$ cat src/rtl/fft_ctrl_pkg.sv
// fft_ctrl_pkg: phase encoding, rank count and rank-to-phase mapping for the FFT pipeline sequencer
package fft_ctrl_pkg;
  typedef enum logic [1:0] {PH1, GAP1, PH2, GAP2} phase_t;
  localparam int NUM_RANKS = 4;
  function automatic phase_t rank_phase(input int k);
    return k[0] ? PH2 : PH1;
  endfunction
endpackage

$ cat src/rtl/fft_phase_gen.sv
// fft_phase_gen: beat phase register (clk, rst -> phase); PH1/GAP1/PH2/GAP2 with FFT_CTRL_GAP_EN, else PH1/PH2
module fft_phase_gen import fft_ctrl_pkg::*; (
  input  logic       clk,
  input  logic       rst,
  output logic [1:0] phase
);
  phase_t ph;
  assign phase = ph;
`ifdef FFT_CTRL_GAP_EN
  always_ff @(posedge clk) ph <= rst ? PH1 : phase_t'(ph + 2'd1);
`else
  always_ff @(posedge clk) ph <= (rst || ph != PH1) ? PH1 : PH2;
`endif
endmodule

$ cat src/rtl/fft_pipe_ctrl.sv
// fft_pipe_ctrl: rank enables, frame valid/ready handshakes, flush and completed-frame count for the 8-point FFT pipe (beat gaps with FFT_CTRL_GAP_EN)
module fft_pipe_ctrl import fft_ctrl_pkg::*; #(
  parameter int CNT_W = 16
) (
  input  logic                 clk,
  input  logic                 rst,
  input  logic                 in_valid,
  output logic                 in_ready,
  output logic                 out_valid,
  input  logic                 out_ready,
  input  logic                 flush,
  output logic [NUM_RANKS-1:0] rank_en,
  output logic                 busy,
  output logic [CNT_W-1:0]     frame_cnt
);
  logic [1:0] phase;
  logic [NUM_RANKS-1:0] full;
  logic [NUM_RANKS-1:0] src;
  logic open_ok;
  logic take;
  fft_phase_gen u_phase (
    .clk   (clk),
    .rst   (rst),
    .phase (phase)
  );
  assign open_ok = !rst && !flush;
  assign src = {full[NUM_RANKS-2:0], in_valid};
  assign in_ready = open_ok && phase == rank_phase(0) && !full[0];
  assign out_valid = full[NUM_RANKS-1];
  assign take = out_valid && out_ready && !flush;
  assign busy = |full;
  always_comb begin
    rank_en = '0;
    for (int k = 0; k < NUM_RANKS; k++)
      rank_en[k] = open_ok && phase == rank_phase(k) && src[k] && !full[k];
  end
  always_ff @(posedge clk) begin
    full <= (rst || flush) ? '0 : (full | rank_en) & ~{take, rank_en[NUM_RANKS-1:1]};
    frame_cnt <= rst ? '0 : frame_cnt + CNT_W'(take);
  end
endmodule

$ cat config.mk
export PLATFORM = sky130hd
export DESIGN_NAME = fft_pipe_ctrl
export DESIGN_NICKNAME = d
export VERILOG_FILES = /design/src/rtl/fft_ctrl_pkg.sv /design/src/rtl/fft_phase_gen.sv /design/src/rtl/fft_pipe_ctrl.sv
export SDC_FILE = /design/constraint.sdc
export NUM_CORES = 1
export LEC_CHECK = 0
export ABC_CLOCK_PERIOD_IN_PS = 2660
export BUFFER_PORTS_ARGS = -buffer_cell sky130_fd_sc_hd__buf_4
export CORE_MARGIN = 1.5
export CORE_UTILIZATION = 47
export DETAILED_ROUTE_END_ITERATION = 10
export PLACE_DENSITY_LB_ADDON = 0.05
export SETUP_SLACK_MARGIN = 0.1
export SLEW_MARGIN = 5
export SYNTH_ARGS = -nofsm -noshare
export SYNTH_HDL_FRONTEND = slang
export SYNTH_SLANG_ARGS = --single-unit
$ cat constraint.sdc
create_clock -name clk -period 2.66 [get_ports clk]
set_clock_uncertainty 0.1 [all_clocks]
set_input_delay 0.399 -clock clk [delete_from_list [all_inputs] [get_ports clk]]
set_output_delay 0.399 -clock clk [all_outputs]
set_load 0.02 [all_outputs]
# Word level (Yosys, flattened, before mapping)
# Cells that the tools add are included.
# W data, S select, Z words.
# word_totals
regBits,22
latchBits,0
ram_bits,0
mem_bits_ro,0
mem_count,0
# op_classes
n_addsub,1
multipliers,0
n_div,0
n_lt_le_gt_ge,0
eq_ne,1
shift,0
n_mux,1
bitwise_logic,3
n_reduce_logical,25
# op_table
operator,count
$add A16 B1 Y16,1
$logic_and A1 B1 Y1,14
$logic_not A1 Y1,6
$and A4 B4 Y4,1
$not A4 Y4,1
$or A4 B4 Y4,1
$reduce_or A4 Y1,1
$eq A2 B2 Y1 const B,1
$logic_not A2 Y1,1
$logic_or A1 B1 Y1,2
$mux W2,1
$reduce_bool A2 Y1,1

# Logic depth before layout (Yosys ltp)
# logic_depth
depth_word,7
depth_mapped,7

# Cells and area by module
# A second synthesis with hierarchy kept.
# hier_totals
cells_unflattened,120
area_unflattened_um2,1042.2
# by_module_without_submodules
module,instances,cells_each,area_each_um2
fft_pipe_ctrl,1,116,1007.2
fft_phase_gen,1,4,35.0

# Worst setup path after synthesis
# No wires, ideal clock.
# synth_timing
kind,input to output
startpoint,input flush
endpoint,output rank_en[0]
arrival_ns,1.602
setup_slack_ns,0.559
cell_stages,4
path_buffers,1
path_cell_list,or2_1 > clkbuf_1 > nor3_1 > and2_1
# synth_via
elab_chain_cells,5
# synth_rtl
element,line,rtl
"start, declared",fft_pipe_ctrl.sv:11,"input logic flush,"
$logic_not A1 Y1,fft_pipe_ctrl.sv:26,assign open_ok = !rst && !flush;
$logic_and A1 B1 Y1,fft_pipe_ctrl.sv:26,
$logic_and A1 B1 Y1 (3 in a row),fft_pipe_ctrl.sv:35,rank_en[k] = open_ok && phase == rank_phase(k) && src[k] && !full[k];
"end, declared",fft_pipe_ctrl.sv:12,"output logic [NUM_RANKS-1:0] rank_en,"
# Every way passes these cells.

# Worst setup path in the final report
# layout_timing
startpoint,register full[3]
endpoint,register frame_cnt[14]
# layout_via
elab_chain_cells,3
# layout_rtl
element,line,rtl
"start, declared",fft_pipe_ctrl.sv:17,logic [NUM_RANKS-1:0] full;
"start signal, assigned",fft_pipe_ctrl.sv:38,"full <= (rst || flush) ? '0 : (full | rank_en) & ~{take, rank_en[NUM_RANKS-1:1]};"
$logic_and A1 B1 Y1 (2 in a row),fft_pipe_ctrl.sv:30,assign take = out_valid && out_ready && !flush;
$add A16 B1 Y16,fft_pipe_ctrl.sv:39,frame_cnt <= rst ? '0 : frame_cnt + CNT_W'(take);
"end signal, assigned",fft_pipe_ctrl.sv:39,
"end, declared",fft_pipe_ctrl.sv:14,output logic [CNT_W-1:0] frame_cnt
# Every way passes these cells.
# A chain may end at the register's enable or synchronous reset.

==> summary.txt <==
Setup WS post-layout: 0.495 ns
Syn Std Cell Area: 997 um^2
CTS Buffer Depth: 2
R2R cell count: 7
Critical-path top delay cell: dfxtp_1
Max Slew Vio Count: 0
layout cells sized above 1: 0.245
FF+latch count, synth: 21
IO buf count: 27
core area: 0.00198 mm^2
hold crit path type: in2reg
antenna-violating nets left: 0
sequential area share after synthesis: 0.422
initial antenna violation count: 0
largest net degree at the start of global routing: 23
Worst Hold Path Cells: 3
Hold Startpoint: out_ready
Primary FF master, synth: dfxtp_1
max_cap viols: 0
kind of end point of the critical path: flop
Initial DRT Pass Iterations: 4
Worst EP arrival: 2.26 ns
worst r2r dst: frame_cnt[14]
crit-path leading delay family: simple AND/OR/NAND/NOR gates
Die X: 49.1 um
initial core utilization: 0.503
worst slew pin tran: 0.319 ns
fin crit period: 2.17 ns
vias in the first global route: 793
htree depth: 1
Final Total Pwr: 0.000491 W
Antenna Cells: 0
crit-path cells: nand2_1 > nor2_1 > ha_1 > ha_1 > nand4_4 > nor4_1 > mux2_2
IO Pins: 28
Clk Latency, worst-skew pair: 0.29 ns
post-synth cell types: 29
EDFF count, synth: 0
routed vias: 890
Reg2Reg Setup Slack: 0.49 ns
Hold Path End: full[3]
Synthesized Nets: 120
Req. time, crit path: 2.75 ns
drt initial violations: 9
Global Route Usage Sum: 0.183
critical path buffer and inverter count: 0
clk slew on worst S/H paths: 0.11 ns
setup_tns: 0 ns
most used cell along the critical path: ha_1
total CTS buffers: 3
Worst setup SP type: flop
Clock Root Buffer: clkbuf_4
syn_area_per_cell: 8.90 um^2
Post-Synthesis Cells: 112
Synth area leader: dfxtp_1
Placement Rows: 16
Ys Warns: 0
die height: 49.1 um
Final Cycle Share: 0.814
Max stage delay on crit path: 0.44 ns
FF-to-FF Start: full[3]
area share of the largest cell type after synthesis: 0.422
Sink Count: 21
first-pass GRT wire length: 3460 um
GP Congestion: 0.815
# setup viols final: 0
unrepaired setup endpoints after global routing: false
postcts setup bufs: 0
Synth area leaders: dfxtp_1 (42%), a21oi_1 (5.5%), nor2_1 (4.5%)
kind of critical path: reg2reg
post-CTS sizing: 0
Hold Fails Final Rpt: 0
vias per cell: 5.36
most numerous cell in the Yosys netlist: dfxtp_1
Crit Path Max Fanout: 9
Rel. slew slack: 0.785
Synth top cells by count: dfxtp_1 (21), nor2_1 (12), a21oi_1 (11), nand2_1 (6)
Fmax: 462 MHz
routed wire length: 2060 um
average wire per standard cell: 12.4 um
die area: 0.00241 mm^2
Place WS: 0.471 ns
Static Leak: 0.520 nW
Worst VDD drop: 0.306 mV
grt total ovfl: 0
cts hold-fix bufs: 0
Power Dens Cells: 395 mW/mm^2
nets: 148
outcome: completed
Async SR Flop Fraction: 0
Final HPWL DP: 1520 um
# DRC: 0
CTS tree: done
Area Growth Syn to Fin: 24.8%
[cell type report]
cell class | count | area, um^2
multi-input cells | 82 | 543
inverters | 5 | 18.8
fillers | 195 | 737
clock buffers | 4 | 26.3
repair buffers | 27 | 203
well taps | 27 | 33.8
flip-flops and latches | 21 | 420
[routing by layer]
layer / track usage / up-vias / wire length, um
met1: 0.230 / 415 / 957
met4: 0.0714 / 0 / 28
met3: 0.0399 / 4 / 63
met2: 0.304 / 16 / 1010
li1: - / 455 / -
met5: 0 / - / 0
[sequential cells by signal, summed over array words and instances, names as in the netlist]
register	flops
frame_cnt	16
full	4
u_phase.phase	1
[power by group]
| group | leakage (nW) | internal, W | total, W | switching [W] |
|---|---|---|---|---|
| clock network | 0.0150 | 0.0000583 | 0.000149 | 0.0000904 |
| logic | 0.336 | 0.0000101 | 0.0000233 | 0.0000132 |
| registers | 0.170 | 0.000316 | 0.000320 | 0.00000334 |
| total | 0.520 | 0.000385 | 0.000491 | 0.000107 |
[layout by cell type, fill, tap and decap left out, types with 5 or more instances in the layout]
| cell type | instances |
|---|---|
| a21oi_1 | 11 |
| buf_4 | 27 |
| dfxtp_1 | 21 |
| inv_1 | 5 |
| nand2_1 | 6 |
| nand3_1 | 5 |
| nor2_1 | 12 |
| nor2b_1 | 5 |
| or4_1 | 5 |
[worst max-delay path by stage]
stage                       start            end  cells after the start
final                     full[3]  frame_cnt[14]                      7
after detailed placement    flush  frame_cnt[14]                      7
after global routing      full[3]  frame_cnt[12]                      7
after global placement      flush  frame_cnt[14]                      7
after floorplan             flush     rank_en[0]                      4
after CTS                 full[3]  frame_cnt[14]                      7
[worst register-to-register path, cell delays in order (launching register included)]
cell and delay (ns):
dfxtp_1 0.44, nand2_1 0.08, nor2_1 0.14, ha_1 0.25, ha_1 0.27, nand4_4 0.18
nor4_1 0.25, mux2_2 0.37
[through the flow]
step	util	hold WS (ns)	cells	cell area [um^2]
3_3_place_gp	0.615	0.385	162	1220
4_1_cts	0.628	0.271	166	1240
2_1_floorplan	-	0.369	112	997
6_report	0.628	0.272	166	1240
3_5_place_dp	0.615	0.394	162	1220
5_1_grt	0.628	0.284	166	1240
[cell families after synthesis]
family                     count (synthesis)  synth area share
AOI/OAI and AO/OA                         21             0.120
xor gates and xnor gates                   3            0.0264
muxes                                      4            0.0452
buffers and inverters                      9            0.0339
DFF                                       21             0.422
adders and majority gates                  3            0.0376
and+or+nand+nor                           51             0.315
Note: power is estimated with default switching activity, not from simulation.
